$ cat src/rtl/adc_uart_sched.sv
// Burst scheduler: paces ADC triggers and counts samples into an external FIFO,
// then drains the FIFO to a byte UART big-endian. Define ADC_SCHED_HEADER_EN for an A5/5A preamble.
module adc_uart_sched #(
  parameter int SAMPLE_DIV = 100,
  parameter int BURST_LEN  = 16
) (
  input  logic        sys_clk,
  input  logic        sys_rst,
  input  logic        start_i,
  output logic        busy_o,
  output logic        done_o,
  output logic        overflow_o,
  output logic        adc_trig_o,
  input  logic        adc_valid_i,
  output logic        fifo_wr_en_o,
  input  logic        fifo_full_i,
  input  logic        fifo_empty_i,
  output logic        fifo_rd_en_o,
  input  logic [15:0] fifo_dout_i,
  output logic [7:0]  uart_tx_data_o,
  output logic        uart_tx_valid_o,
  input  logic        uart_tx_ready_i
);

  localparam logic [15:0] DIV_LAST = 16'(SAMPLE_DIV - 1);
  localparam logic [10:0] CNT_LAST = 11'(BURST_LEN - 1);

  typedef enum logic [3:0] {
    IDLE       = 4'd0,
    CAPTURE    = 4'd1,
    DRAIN_RD   = 4'd2,
    DRAIN_WAIT = 4'd3,
    SEND_HI    = 4'd4,
    SEND_LO    = 4'd5,
    DONE       = 4'd6
`ifdef ADC_SCHED_HEADER_EN
    ,
    HDR0       = 4'd7,
    HDR1       = 4'd8
`endif
  } state_t;

`ifdef ADC_SCHED_HEADER_EN
  localparam state_t AFTER_CAPTURE = HDR0;
`else
  localparam state_t AFTER_CAPTURE = DRAIN_RD;
`endif

  state_t      state_reg, state_next;
  logic [15:0] div_reg, div_next;
  logic [10:0] cnt_reg, cnt_next;
  logic [15:0] hold_reg, hold_next;
  logic        overflow_reg, overflow_next;

  logic        trig_c, wr_en_c, rd_en_c, tx_valid_c, done_c;
  logic [7:0]  tx_data_c;

  always_ff @(posedge sys_clk) begin
    if (sys_rst) begin
      state_reg    <= IDLE;
      div_reg      <= '0;
      cnt_reg      <= '0;
      hold_reg     <= '0;
      overflow_reg <= 1'b0;
    end else begin
      state_reg    <= state_next;
      div_reg      <= div_next;
      cnt_reg      <= cnt_next;
      hold_reg     <= hold_next;
      overflow_reg <= overflow_next;
    end
  end

  always_comb begin
    state_next    = state_reg;
    div_next      = div_reg;
    cnt_next      = cnt_reg;
    hold_next     = hold_reg;
    overflow_next = overflow_reg;
    trig_c        = 1'b0;
    wr_en_c       = 1'b0;
    rd_en_c       = 1'b0;
    tx_valid_c    = 1'b0;
    tx_data_c     = 8'h00;
    done_c        = 1'b0;

    case (state_reg)
      IDLE: begin
        if (start_i) begin
          state_next    = CAPTURE;
          div_next      = '0;
          cnt_next      = '0;
          overflow_next = 1'b0;
        end
      end

      CAPTURE: begin
        trig_c   = (div_reg == 16'd0);
        div_next = (div_reg == DIV_LAST) ? 16'd0 : div_reg + 16'd1;
        // A sample arriving while the FIFO is full is dropped and not counted.
        if (adc_valid_i) begin
          if (fifo_full_i) begin
            overflow_next = 1'b1;
          end else begin
            wr_en_c  = 1'b1;
            cnt_next = cnt_reg + 11'd1;
            if (cnt_reg == CNT_LAST) begin
              state_next = AFTER_CAPTURE;
            end
          end
        end
      end

`ifdef ADC_SCHED_HEADER_EN
      HDR0: begin
        tx_valid_c = 1'b1;
        tx_data_c  = 8'hA5;
        if (uart_tx_ready_i) state_next = HDR1;
      end

      HDR1: begin
        tx_valid_c = 1'b1;
        tx_data_c  = 8'h5A;
        if (uart_tx_ready_i) state_next = DRAIN_RD;
      end
`endif

      DRAIN_RD: begin
        if (fifo_empty_i) begin
          state_next = DONE;
        end else begin
          rd_en_c    = 1'b1;
          state_next = DRAIN_WAIT;
        end
      end

      // Standard FIFO: read data appears one cycle after the strobe.
      DRAIN_WAIT: begin
        hold_next  = fifo_dout_i;
        state_next = SEND_HI;
      end

      SEND_HI: begin
        tx_valid_c = 1'b1;
        tx_data_c  = hold_reg[15:8];
        if (uart_tx_ready_i) state_next = SEND_LO;
      end

      SEND_LO: begin
        tx_valid_c = 1'b1;
        tx_data_c  = hold_reg[7:0];
        if (uart_tx_ready_i) state_next = DRAIN_RD;
      end

      DONE: begin
        done_c     = 1'b1;
        state_next = IDLE;
      end

      default: state_next = IDLE;
    endcase
  end

  assign busy_o          = (state_reg != IDLE);
  assign done_o          = done_c;
  assign overflow_o      = overflow_reg;
  assign adc_trig_o      = trig_c;
  assign fifo_wr_en_o    = wr_en_c;
  assign fifo_rd_en_o    = rd_en_c;
  assign uart_tx_valid_o = tx_valid_c;
  assign uart_tx_data_o  = tx_data_c;

endmodule

$ cat config.mk
export PLATFORM = sky130hd
export DESIGN_NAME = adc_uart_sched
export DESIGN_NICKNAME = d
export VERILOG_FILES = /design/src/rtl/adc_uart_sched.sv
export SDC_FILE = /design/constraint.sdc
export NUM_CORES = 1
export LEC_CHECK = 0
export BUFFER_PORTS_ARGS = -buffer_cell sky130_fd_sc_hd__buf_2
export CORE_MARGIN = 1
export CORE_UTILIZATION = 40
export CTS_CLUSTER_DIAMETER = 50
export DETAILED_ROUTE_END_ITERATION = 7
export PLACE_DENSITY = 0.69
export SYNTH_ARGS = -nofsm -noshare
export SYNTH_HDL_FRONTEND = slang
export SYNTH_SLANG_ARGS = --single-unit
$ cat constraint.sdc
create_clock -name sys_clk -period 2.1 [get_ports sys_clk]
set_input_delay 0 -clock sys_clk [delete_from_list [all_inputs] [get_ports sys_clk]]
set_output_delay 0 -clock sys_clk [all_outputs]
set_load 0.005 [all_outputs]
==> results.cfg <==
[status]
status = finished, final reports clean

[global_routing]
use_met3 = 0.04253
antenna_found_initial = 0
track_usage = 0.1856
grt_pass1_wl_mm = 9.204
gr-total-overflow = 0
grt_pass1_vias = 2049
grtUsageMet2 = 0.3043
grt_start_max_net_pins = 30
met1_usage = 0.2385
busiest_layer = met2

[sta]
worst_slew_pin_slew_ns = 0.5996
slew_headroom = 0.5966
setup_viol = 0
finClkSkew_ns = 0.003221
rsz0062_at_grt = no
period_minus_slack_ns = 1.964
final_hold_viol_count = 0
max_freq_mhz = 509.1
drv_slew = 0
fin_ws_ns = 0.1358
fin_hold_ws_ns = 0.01891
fin_crit_sh = 0.9353
setup-tns-final_ns = 0

[floorplanning]
die_h_microns = 78.89
dieArea_sq_mm = 0.006224
fp.dieW_microns = 78.89
pin_count = 38
initial_core_util = 0.4217
rows = 27
core_area_sq_mm = 0.005608

[critical_path]
cp-end-kind = flop
crit_chain = or4_1 -> nor4_1 -> o22ai_1 -> or3b_1 -> a21oi_2
r2r_start = cnt_reg[7]
r2r_cells = 5
critPathBufInv = 0
path_delay_family = simple AND/OR/NAND/NOR gates
worst_path_max_delay_cell = or4_1
rrSetupSlack_ns = 0.14
crit_arrival_ns = 2.20
critPathKind = flop to flop
critPathMaxStageDelay_ns = 0.53
cp_data_required_time_ns = 2.33
critPathMaxFanout = 4
crit_path_start_kind = flop
rr_endpoint = state_reg[0]

[clock_network]
clk_pin_slew_worst_paths_ns = 0.08
postCtsSetupBuffers = 0
htreeDepth = 2
cts_root_buffer = clkbuf_8
cts_sinks = 47
clk_latency_ns = 0.30
cts_made_buffers = 5
cts_tree = done
clock_path_buffers = 2

[synth]
async_reset_ff_frac = 0
synth-main-ff-cell = dfxtp_1
seq_area_frac_synth = 0.3979
ys_warn_count = 0
yosys-top-cells-count = nand2_1 (52), dfxtp_1 (47), nor2_1 (37), a21oi_1 (29), nand3_1 (16)
synth_most_common_cell = nand2_1
syn_area_sq_mm = 0.002365
synth.distinct_cells = 47
synth_nets = 326
syn_area_per_cell_sq_um = 7.883
synthCells = 300
yosys.area.top_type_share = 0.3979
yosysTopAreaCell = dfxtp_1
synth_enable_flop_cells = 0
netlist_top_cells_area = dfxtp_1 (40%), nand2_1 (8.3%), a21oi_1 (6.1%)
yosys_register_bits = 47

[min_path]
holdPathStages = 4
worstHoldPathType = primary input to flop
hold-path-endpoint = state_reg[2]
holdCritStartpoint = uart_tx_ready_i

[layout]
stdcell_count = 425
final_nets = 380
area_growth_pct = 20.16
utilization = 0.5067
drive_gt1_frac = 0.1700
stdcell_area_sq_mm = 0.002841
diodes = 0

[placed_design]
dpl_cell_area_sq_mm = 0.002587
dpl.cell_count = 402
hpwlAfterDp_mm = 3.492
gp_congestion = 0.8595
portBuffers = 37
place_ws_ns = -0.0002622

[route]
vias = 2194
drc = 0
totalWireLength_mm = 5.288
wl_per_cell_microns = 12.44
postRouteAntennaNets = 0
viasPerCell = 5.162
firstDrtPassIters = 4
dr.first_iter.drc_count = 170

[power]
p_switching_mw = 0.6121
powerDensity_mw_per_mm2 = 699.0
vdd_ir_drop_max_uv = 383.9
intPower_mw = 1.374
p_leak_nw = 1.095
fin_total_pwr_mw = 1.986
pwr-share-comb = 0.266
power.share.clock = 0.251
power_frac_seq = 0.483
switching_share = 0.3082

[job]
drv_cap = 0
[worst max path at each step]
stage,endpoint,depth (start not counted),start,slack (ns)
6_report,state_reg[0],5,cnt_reg[7],0.14
5_1_grt,div_reg[6],6,div_reg[0],0.009
4_1_cts,div_reg[14],6,div_reg[0],0.09
3_3_place_gp,div_reg[6],6,div_reg[0],0.05
3_5_place_dp,div_reg[5],6,div_reg[0],-0.0003
2_1_floorplan,div_reg[14],7,div_reg[0],0.19
[worst register-to-register path: stages, from the launching register on]
cell and delay (ns):
dfxtp_1 0.34, or4_1 0.53, nor4_1 0.35, o22ai_1 0.17
or3b_1 0.39, a21oi_2 0.11
[layout by cell type, fill, tap and decap left out, types with 7 or more instances in the layout]
| cell | count |
|---|---|
| a21oi_1 | 29 |
| buf_2 | 37 |
| buf_4 | 9 |
| dfxtp_1 | 47 |
| dlygate4sd3_1 | 17 |
| mux2i_1 | 8 |
| nand2_1 | 52 |
| nand3_1 | 16 |
| nor2_1 | 37 |
| nor4_1 | 7 |
| xor2_1 | 10 |
[power groups by stage]
| stage | registers (mW) | logic [mW] | clock network, mW |
|---|---|---|---|
| 2_1_floorplan | 0.968 | 0.398 | 0 |
| 3_3_place_gp | 0.978 | 0.486 | 0 |
| 3_5_place_dp | 0.980 | 0.491 | 0 |
| 4_1_cts | 0.959 | 0.522 | 0.523 |
| 5_1_grt | 0.967 | 0.587 | 0.554 |
| 6_report | 0.959 | 0.529 | 0.498 |
[cell type report]
type                    instances  area [sq um]
repair buffers                 63         422.9
inverters                       6         22.52
multi-input cells             231          1292
fillers                       568          2766
well taps                      72         90.09
clock buffers                   6         72.57
flip-flops and latches         47         940.9
[cell families (layout without fill, tap and decap cells)]
family | after synthesis | after routing | synth area share
xor gates and xnor gates | 11 | 11 | 0.04074
adders and majority gates | 3 | 3 | 0.01587
buffers and inverters | 22 | 75 | 0.06031
DFF | 47 | 47 | 0.3979
muxes | 10 | 10 | 0.04497
AOI/OAI and AO/OA | 58 | 58 | 0.1397
and+or+nand+nor | 149 | 149 | 0.3005
[per-layer routing]
layer | part of all wire | vias to the layer above
met5 | 0 | -
met4 | 0.011 | 0
met3 | 0.048 | 5
met2 | 0.47 | 51
met1 | 0.47 | 997
li1 | - | 1141
[timing repair]
action,4_1_cts,5_1_grt
hold buffers,17,0
gates resized for setup,1,1
endpoints found under the hold margin,17,0
setup endpoints to repair,3,4
Note: power is estimated with default switching activity, not from simulation.
